==> src/rtl/nibble_serial_adder.sv <==
// -----------------------------------------------------------------------------
// nibble_serial_adder
// Adds two W-bit operands plus a carry-in one 4-bit nibble per clock,
// LSB nibble first, with a valid/ready handshake on each side.
//
// Parameters:
//   NIBBLES   : nibbles per operand (1..8), operand width W = 4*NIBBLES
//
// Ports:
//   clk       : sole clock, rising edge
//   rst       : synchronous active-high reset
//   in_valid  : a, b, c presented
//   in_ready  : block can accept operands (IDLE)
//   a, b      : W-bit operands
//   c         : carry-in
//   out_valid : sum/carry valid (DONE)
//   out_ready : consumer accepts the result
//   sum       : a+b+c modulo 2^W
//   carry     : carry-out of bit W-1
//   ovf       : signed overflow of the result (only when
//               NIBBLE_SERIAL_ADDER_OVF_EN is defined)
//
// Optional feature macro: NIBBLE_SERIAL_ADDER_OVF_EN
// -----------------------------------------------------------------------------
module nibble_serial_adder #(
    parameter int unsigned NIBBLES = 4
) (
    input  logic                 clk,
    input  logic                 rst,
    input  logic                 in_valid,
    output logic                 in_ready,
    input  logic [4*NIBBLES-1:0] a,
    input  logic [4*NIBBLES-1:0] b,
    input  logic                 c,
    output logic                 out_valid,
    input  logic                 out_ready,
    output logic [4*NIBBLES-1:0] sum,
    output logic                 carry
`ifdef NIBBLE_SERIAL_ADDER_OVF_EN
    ,
    output logic                 ovf
`endif
);

    localparam int unsigned W     = 4 * NIBBLES;
    localparam int unsigned IDX_W = (NIBBLES > 1) ? $clog2(NIBBLES) : 1;
    localparam logic [IDX_W-1:0] LAST_IDX = IDX_W'(NIBBLES - 1);

    typedef enum logic [1:0] {
        IDLE = 2'd0,
        ADD  = 2'd1,
        DONE = 2'd2
    } state_t;

    state_t           state;
    state_t           state_next;

    logic [W-1:0]     a_reg;
    logic [W-1:0]     b_reg;
    logic [W-1:0]     a_next;
    logic [W-1:0]     b_next;
    logic [W-1:0]     sum_next;
    logic             carry_next;
    logic [IDX_W-1:0] idx;
    logic [IDX_W-1:0] idx_next;
    logic             in_ready_next;
    logic             out_valid_next;

    logic [3:0]       a_nib;
    logic [3:0]       b_nib;
    logic [4:0]       nib_sum;

`ifdef NIBBLE_SERIAL_ADDER_OVF_EN
    logic [3:0]       low3_sum;
    logic             ovf_next;
`endif

    // One nibble of the ripple: carry register doubles as the running carry.
    always_comb begin
        a_nib   = a_reg[4*idx +: 4];
        b_nib   = b_reg[4*idx +: 4];
        nib_sum = {1'b0, a_nib} + {1'b0, b_nib} + {4'b0000, carry};
    end

`ifdef NIBBLE_SERIAL_ADDER_OVF_EN
    // Carry into the nibble's top bit; on the last nibble that is bit W-1.
    always_comb begin
        low3_sum = {1'b0, a_nib[2:0]} + {1'b0, b_nib[2:0]} + {3'b000, carry};
    end
`endif

    // Next-state and datapath next values.
    always_comb begin
        state_next = state;
        a_next     = a_reg;
        b_next     = b_reg;
        sum_next   = sum;
        carry_next = carry;
        idx_next   = idx;
`ifdef NIBBLE_SERIAL_ADDER_OVF_EN
        ovf_next   = ovf;
`endif

        unique case (state)
            IDLE: begin
                if (in_valid) begin
                    a_next     = a;
                    b_next     = b;
                    carry_next = c;
                    idx_next   = '0;
                    state_next = ADD;
                end
            end

            ADD: begin
                sum_next[4*idx +: 4] = nib_sum[3:0];
                carry_next           = nib_sum[4];
                if (idx == LAST_IDX) begin
                    idx_next   = '0;
                    state_next = DONE;
`ifdef NIBBLE_SERIAL_ADDER_OVF_EN
                    ovf_next   = low3_sum[3] ^ nib_sum[4];
`endif
                end else begin
                    idx_next = idx + IDX_W'(1);
                end
            end

            DONE: begin
                if (out_ready) begin
                    state_next = IDLE;
                end
            end

            default: begin
                state_next = IDLE;
            end
        endcase

        // Handshake flags are registered alongside the state they decode.
        in_ready_next  = (state_next == IDLE);
        out_valid_next = (state_next == DONE);
    end

    // State and datapath registers.
    always_ff @(posedge clk) begin
        if (rst) begin
            state     <= IDLE;
            in_ready  <= 1'b1;
            out_valid <= 1'b0;
            a_reg     <= '0;
            b_reg     <= '0;
            sum       <= '0;
            carry     <= 1'b0;
            idx       <= '0;
`ifdef NIBBLE_SERIAL_ADDER_OVF_EN
            ovf       <= 1'b0;
`endif
        end else begin
            state     <= state_next;
            in_ready  <= in_ready_next;
            out_valid <= out_valid_next;
            a_reg     <= a_next;
            b_reg     <= b_next;
            sum       <= sum_next;
            carry     <= carry_next;
            idx       <= idx_next;
`ifdef NIBBLE_SERIAL_ADDER_OVF_EN
            ovf       <= ovf_next;
`endif
        end
    end

endmodule

==> config.mk <==
export PLATFORM = sky130hd
export DESIGN_NAME = nibble_serial_adder
export DESIGN_NICKNAME = d
export VERILOG_FILES = /design/src/rtl/nibble_serial_adder.sv
export SDC_FILE = /design/constraint.sdc
export NUM_CORES = 1
export LEC_CHECK = 0
export CAP_MARGIN = 10
export CELL_PAD_IN_SITES_DETAIL_PLACEMENT = 0
export CELL_PAD_IN_SITES_GLOBAL_PLACEMENT = 1
export CORE_UTILIZATION = 40
export CTS_BUF_LIST = sky130_fd_sc_hd__clkbuf_16
export DETAILED_ROUTE_END_ITERATION = 6
export GPL_TIMING_DRIVEN = 0
export PLACE_DENSITY = 0.81
export SLEW_MARGIN = 10
export SYNTH_ARGS = -nofsm -noshare
export SYNTH_HDL_FRONTEND = slang
export SYNTH_SLANG_ARGS = --single-unit
export TNS_END_PERCENT = 10
==> constraint.sdc <==
create_clock -name clk -period 4 [get_ports clk]
set_clock_uncertainty 0.05 [all_clocks]
set_input_delay 0.4 -clock clk [delete_from_list [all_inputs] [get_ports clk]]
set_output_delay 0.4 -clock clk [all_outputs]
set_load 0.01 [all_outputs]
* Yosys cells after proc, flatten, opt, wreduce, memory -nomap -nowiden
Index checks and enable logic that the tools add are counted.
W data, S select, Z words.
** Operators by class
- Muxes and demuxes :: 10
- Equal/unequal tests :: 5
- Reductions and logical operators :: 5
- Shift operators :: 4
- $add $sub $neg :: 4
** Operators with widths (number)
- $neg A4 Y34 :: 1
- $shift A4 B34 Y16 const A :: 1
- $shiftx A4 B34 Y16 :: 1
- $shiftx A16 B5 Y4 :: 2
- $bwmux W16 :: 1
- $mux W2 :: 5
- $eq A2 B2 Y1 const B :: 3
- $pmux W2 S3 :: 1
- $add A4 B4 Y5 :: 1
- $add A5 B1 Y5 :: 1
- $logic_not A2 Y1 :: 2
- $pmux W2 S2 :: 1
- $reduce_and A2 Y1 :: 2
- $add A2 B1 Y2 const B :: 1
- $eq A2 B1 Y1 const B :: 1
- $ne A2 B2 Y1 const B :: 1
- $pmux W1 S2 :: 1
- $reduce_bool A2 Y1 :: 1
- $mux W1 :: 1
** Word-level totals
- Word-level logic and storage cells :: 36
- Output and inout port bits :: 19
- Register bits :: 55
- Input bits :: 37

* Longest topological paths before layout
- Depth after elaboration :: 5
- Depth in mapped cells :: 8

* Worst setup path before layout
OpenSTA, ideal clock, no wires.
- Path type :: register -> register
- From :: register idx[0]
- To :: register carry
- Cell stages (with the launch flop) :: 9
- Setup time :: 0.132 ns
- Required time :: 3.818 ns
- Setup slack :: 1.324 ns
- Data arrival time :: 2.493 ns
- Path buffers :: 1
- Cell sequence :: dfxtp_1 > buf_4 > mux4_2 > fa_1 > fa_1 > a21o_1 > nand2_1 > a311o_1 > a21oi_1
** On the way
- Longest elaborated chain between the ends :: 4
- Elaborated cells between the ends (all ways) :: 5
- Those cells by class :: add/sub: 2; shift: 2; mux: 1
** Ends and longest elaborated chain
- start, declared :: RTL line 64 : logic [IDX_W-1:0] idx;
- start signal, assigned :: RTL line 167 : idx <= idx_next;
- $shiftx A16 B5 Y4 (on tied branches) :: RTL line 80, 81
- $add A4 B4 Y5 (*) :: RTL line 82 : nib_sum = {1'b0, a_nib} + {1'b0, b_nib} + {4'b0000, carry};
- $add A5 B1 Y5 (*) :: RTL line 82
- $pmux W1 S2 (*) :: RTL line 104 : unique case (state)
- end signal, assigned :: RTL line 166 : carry <= carry_next;
- end, declared :: RTL line 38 : output logic carry
Mark *: on every way between the ends. The rest lies on a longest branch, timed or not.
A chain may end at the register's enable or synchronous reset.

* Worst setup path after layout
- From :: register idx[0]
- To :: register sum[10]
** On the way
- Longest elaborated chain between the ends :: 5
- Elaborated cells between the ends (all ways) :: 8
- Those cells by class :: add/sub: 3; shift: 4; mux: 1
** Ends and longest elaborated chain
- $shiftx A16 B5 Y4 (on tied branches) :: RTL line 80, 81
- $add A4 B4 Y5 :: RTL line 82
- $add A5 B1 Y5 :: RTL line 82
- $shiftx A4 B34 Y16 :: RTL line 116 : sum_next[4*idx +: 4] = nib_sum[3:0];
- $bwmux W16 (*) :: RTL line 116
- end signal, assigned :: RTL line 165 : sum <= sum_next;
- end, declared :: RTL line 37 : output logic [4*NIBBLES-1:0] sum,
Marks and branches as above.

==> insert_results.sql <==
INSERT INTO impl_metrics (metric_group, metric, value, unit) VALUES
('clock_tree', 'cts-hold-fix-buffers', '0', ''),
('worst_setup_path', 'cpPeakStageDelay', '0.56', 'ns'),
('detailed_routing', 'wirelength', '5280', 'µm'),
('yosys', 'synthAdderAreaFrac', '6.25', '%'),
('flow_run', 'reported_max_cap_violation_count', '0', ''),
('worst_setup_path', 'worst-path-buf-inv', '1', ''),
('yosys', 'post-synth-top-area-fraction', '45.1', '%'),
('clock_tree', 'cts_htree_levels', '2', ''),
('clock_tree', 'cts_inserted_buffers', '5', ''),
('detailed_routing', 'route.vias.total', '1986', ''),
('floorplan', 'design.die.area', '6420', 'µm²'),
('worst_setup_path', 'cp_slowest_cell', 'sky130_fd_sc_hd__mux4_2', ''),
('floorplan', 'die_w', '80.1', 'µm'),
('yosys', 'top_cells_by_area_synth', 'sky130_fd_sc_hd__dfxtp_1, sky130_fd_sc_hd__nand2_1, sky130_fd_sc_hd__a21oi_1, sky130_fd_sc_hd__ha_1, sky130_fd_sc_hd__mux4_1', ''),
('place', 'place.detailed.instances', '392', ''),
('clock_tree', 'cts.repair_timing.setup_buffer_count', '0', ''),
('yosys', 'ys_async_sr_fraction', '0', '%'),
('clock_tree', 'clock_insertion_delay_worst_skew', '0.29', 'ns'),
('global_routing', 'first_global_vias', '1958', ''),
('place', 'dp.final_hpwl', '3940', 'µm'),
('power', 'p_int', '887', 'µW'),
('power', 'power.clock.fraction', '34.9', '%'),
('yosys', 'ys_warn_count', '0', ''),
('yosys', 'synthesis.area_per_instance', '9.28', 'µm²'),
('worst_setup_path', 'critical-path-top-delay-family', 'adder cells', ''),
('floorplan', 'starting_density_of_the_core', '41.2', '%'),
('power', 'vdd_drop_max', '0.182', 'mV'),
('detailed_routing', 'wire_per_inst', '13.2', 'µm'),
('power', 'netSwitchingPower', '285', 'µW'),
('cells_and_area', 'design.final.nets', '372', ''),
('run_status', 'status', 'complete, no violations', ''),
('worst_setup_path', 'timing.critical_path.cells', 'buf_4, mux4_2, fa_1, fa_1, xor2_1, a22oi_1, nor2_1', ''),
('power', 'swShare', '24.3', '%'),
('detailed_routing', 'drt-pass1-iter-count', '6', ''),
('place', 'place_area', '3080', 'µm²'),
('power', 'power.total', '1.17', 'mW'),
('clock_tree', 'tritoncts', 'done', ''),
('worst_hold_path', 'hold_class', 'reg2reg', ''),
('worst_setup_path', 'cp.arrival', '3.25', 'ns'),
('clock_tree', 'clk_pin_slew_worst_paths', '0.07', 'ns'),
('yosys', 'synthesized_instance_count', '263', ''),
('worst_setup_path', 'cp-start-kind', 'flip-flop', ''),
('yosys', 'synth.top_cells.by_count', 'sky130_fd_sc_hd__nand2_1, sky130_fd_sc_hd__dfxtp_1, sky130_fd_sc_hd__a21oi_1', ''),
('yosys', 'synth_xor_xnor_area_share', '0.359', '%'),
('sta', 'transition_time_at_the_pin_with_the_least_slew_margin', '0.567', 'ns'),
('clock_tree', 'clock_path_buffers', '2', ''),
('clock_tree', 'cts.sinks', '55', ''),
('yosys', 'largest_family_of_logic_cells_by_synthesized_area', 'simple AND/OR/NAND/NOR gates', ''),
('floorplan', 'core_area', '5920', 'µm²'),
('cells_and_area', 'area_growth', '31.6', '%'),
('sta', 'finalHoldViolations', '0', ''),
('place', 'gp_congestion', '0.802', ''),
('cells_and_area', 'antenna-diode-count', '0', ''),
('worst_setup_path', 'crit_path_end_kind', 'flip-flop', ''),
('cells_and_area', 'drive_gt1_share', '8.00', '%'),
('sta', 'slew_viol_final', '0', ''),
('cells_and_area', 'fin_util', '54.2', '%'),
('place', 'numPortBuffers', '54', ''),
('yosys', 'post-synth-top-area-cell', 'sky130_fd_sc_hd__dfxtp_1', ''),
('power', 'power.combinational.fraction', '15.2', '%'),
('cells_and_area', 'finalNonFillerCells', '400', ''),
('sta', 'min_period_over_period', '76.8', '%'),
('yosys', 'synth_enable_flop_cells', '0', ''),
('yosys', 'yosysMostFrequentCell', 'sky130_fd_sc_hd__nand2_1', ''),
('sta', 'fin_tns_setup', '0', 'ns'),
('worst_setup_path', 'cpMostUsedCell', 'sky130_fd_sc_hd__fa_1', ''),
('power', 'power_density', '365', 'nW/µm²'),
('clock_tree', 'cts_repair_resize_count', '0', ''),
('sta', 'highest_clock_frequency_the_design_can_meet', '326', 'MHz'),
('clock_tree', 'clk_root_buffer_cell', 'sky130_fd_sc_hd__clkbuf_16', ''),
('floorplan', 'rows', '28', '');
## through the flow
stage / hold slack [ns] / setup WS, ns
CTS: 0.401 / 0.910
floorplan: 0.382 / 1.32
detailed placement: 0.395 / 0.927
global route: 0.425 / 0.740
global placement: 0.388 / 0.967
finish: 0.402 / 0.929
## kinds of logic after synthesis
| kind of cell | after synthesis |
|---|---|
| mux | 9 |
| compound gates | 58 |
| xor+xnor | 1 |
| buf+inv | 21 |
| simple gates | 108 |
| flops | 55 |
| fa+ha+maj | 11 |
## path summary, 6_finish.rpt
| kind | slack, ns | from | cells after the start | to |
|---|---|---|---|---|
| max | 0.93 | idx[0] | 7 | sum[10] |
| min reg2reg | 0.40 | a_reg[0] | 2 | a_reg[0] |
| min | 0.40 | a_reg[0] | 2 | a_reg[0] |
| max reg2reg | 0.93 | idx[0] | 7 | sum[10] |
## cell type report
class,instances,area [µm²]
clock buffers,5,125
well taps,75,93.8
fillers,568,2710
plain buffers,17,113
repair buffers,54,541
inverters,4,15.0
multi-input cells,187,1210
flip-flops and latches,55,1100
clock inverters,3,11.3
## metal layers
| metal | up-vias | global-route usage (%) | routed length (µm) |
|---|---|---|---|
| li1 | 1025 | - | - |
| met1 | 914 | 23.3 | 2450 |
| met2 | 42 | 30.2 | 2580 |
| met3 | 5 | 4.43 | 190 |
| met4 | 0 | 6.07 | 59 |
| met5 | - | 0 | 0 |
## cells in the final DEF (no fill, tap or decap), types with 5 or more instances in the layout
| cell type | instances |
|---|---|
| sky130_fd_sc_hd__a22oi_1 | 13 |
| sky130_fd_sc_hd__nand2_1 | 73 |
| sky130_fd_sc_hd__clkbuf_1 | 6 |
| sky130_fd_sc_hd__buf_6 | 5 |
| sky130_fd_sc_hd__a21oi_1 | 36 |
| sky130_fd_sc_hd__inv_1 | 5 |
| sky130_fd_sc_hd__dfxtp_1 | 55 |
| sky130_fd_sc_hd__nor2_1 | 22 |
| sky130_fd_sc_hd__clkdlybuf4s50_1 | 54 |
| sky130_fd_sc_hd__ha_1 | 9 |
| sky130_fd_sc_hd__clkbuf_16 | 5 |
## power by group through the flow
stage,logic (mW),registers (mW),clock network (mW)
after global routing,0.198,0.587,0.441
after global placement,0.179,0.597,0
after floorplan,0.107,0.595,0
final,0.178,0.585,0.410
after CTS,0.180,0.585,0.422
after detailed placement,0.179,0.597,0
## worst register-to-register path, delay by kind of cell (launching register included)
family / cells / cell delay (ns)
compound gates: 1 / 0.16
xor+xnor: 1 / 0.41
fa+ha+maj: 2 / 0.87
buf+inv: 1 / 0.29
flops: 1 / 0.55
mux: 1 / 0.57
simple gates: 1 / 0.11
(Power assumes the default switching activity.)
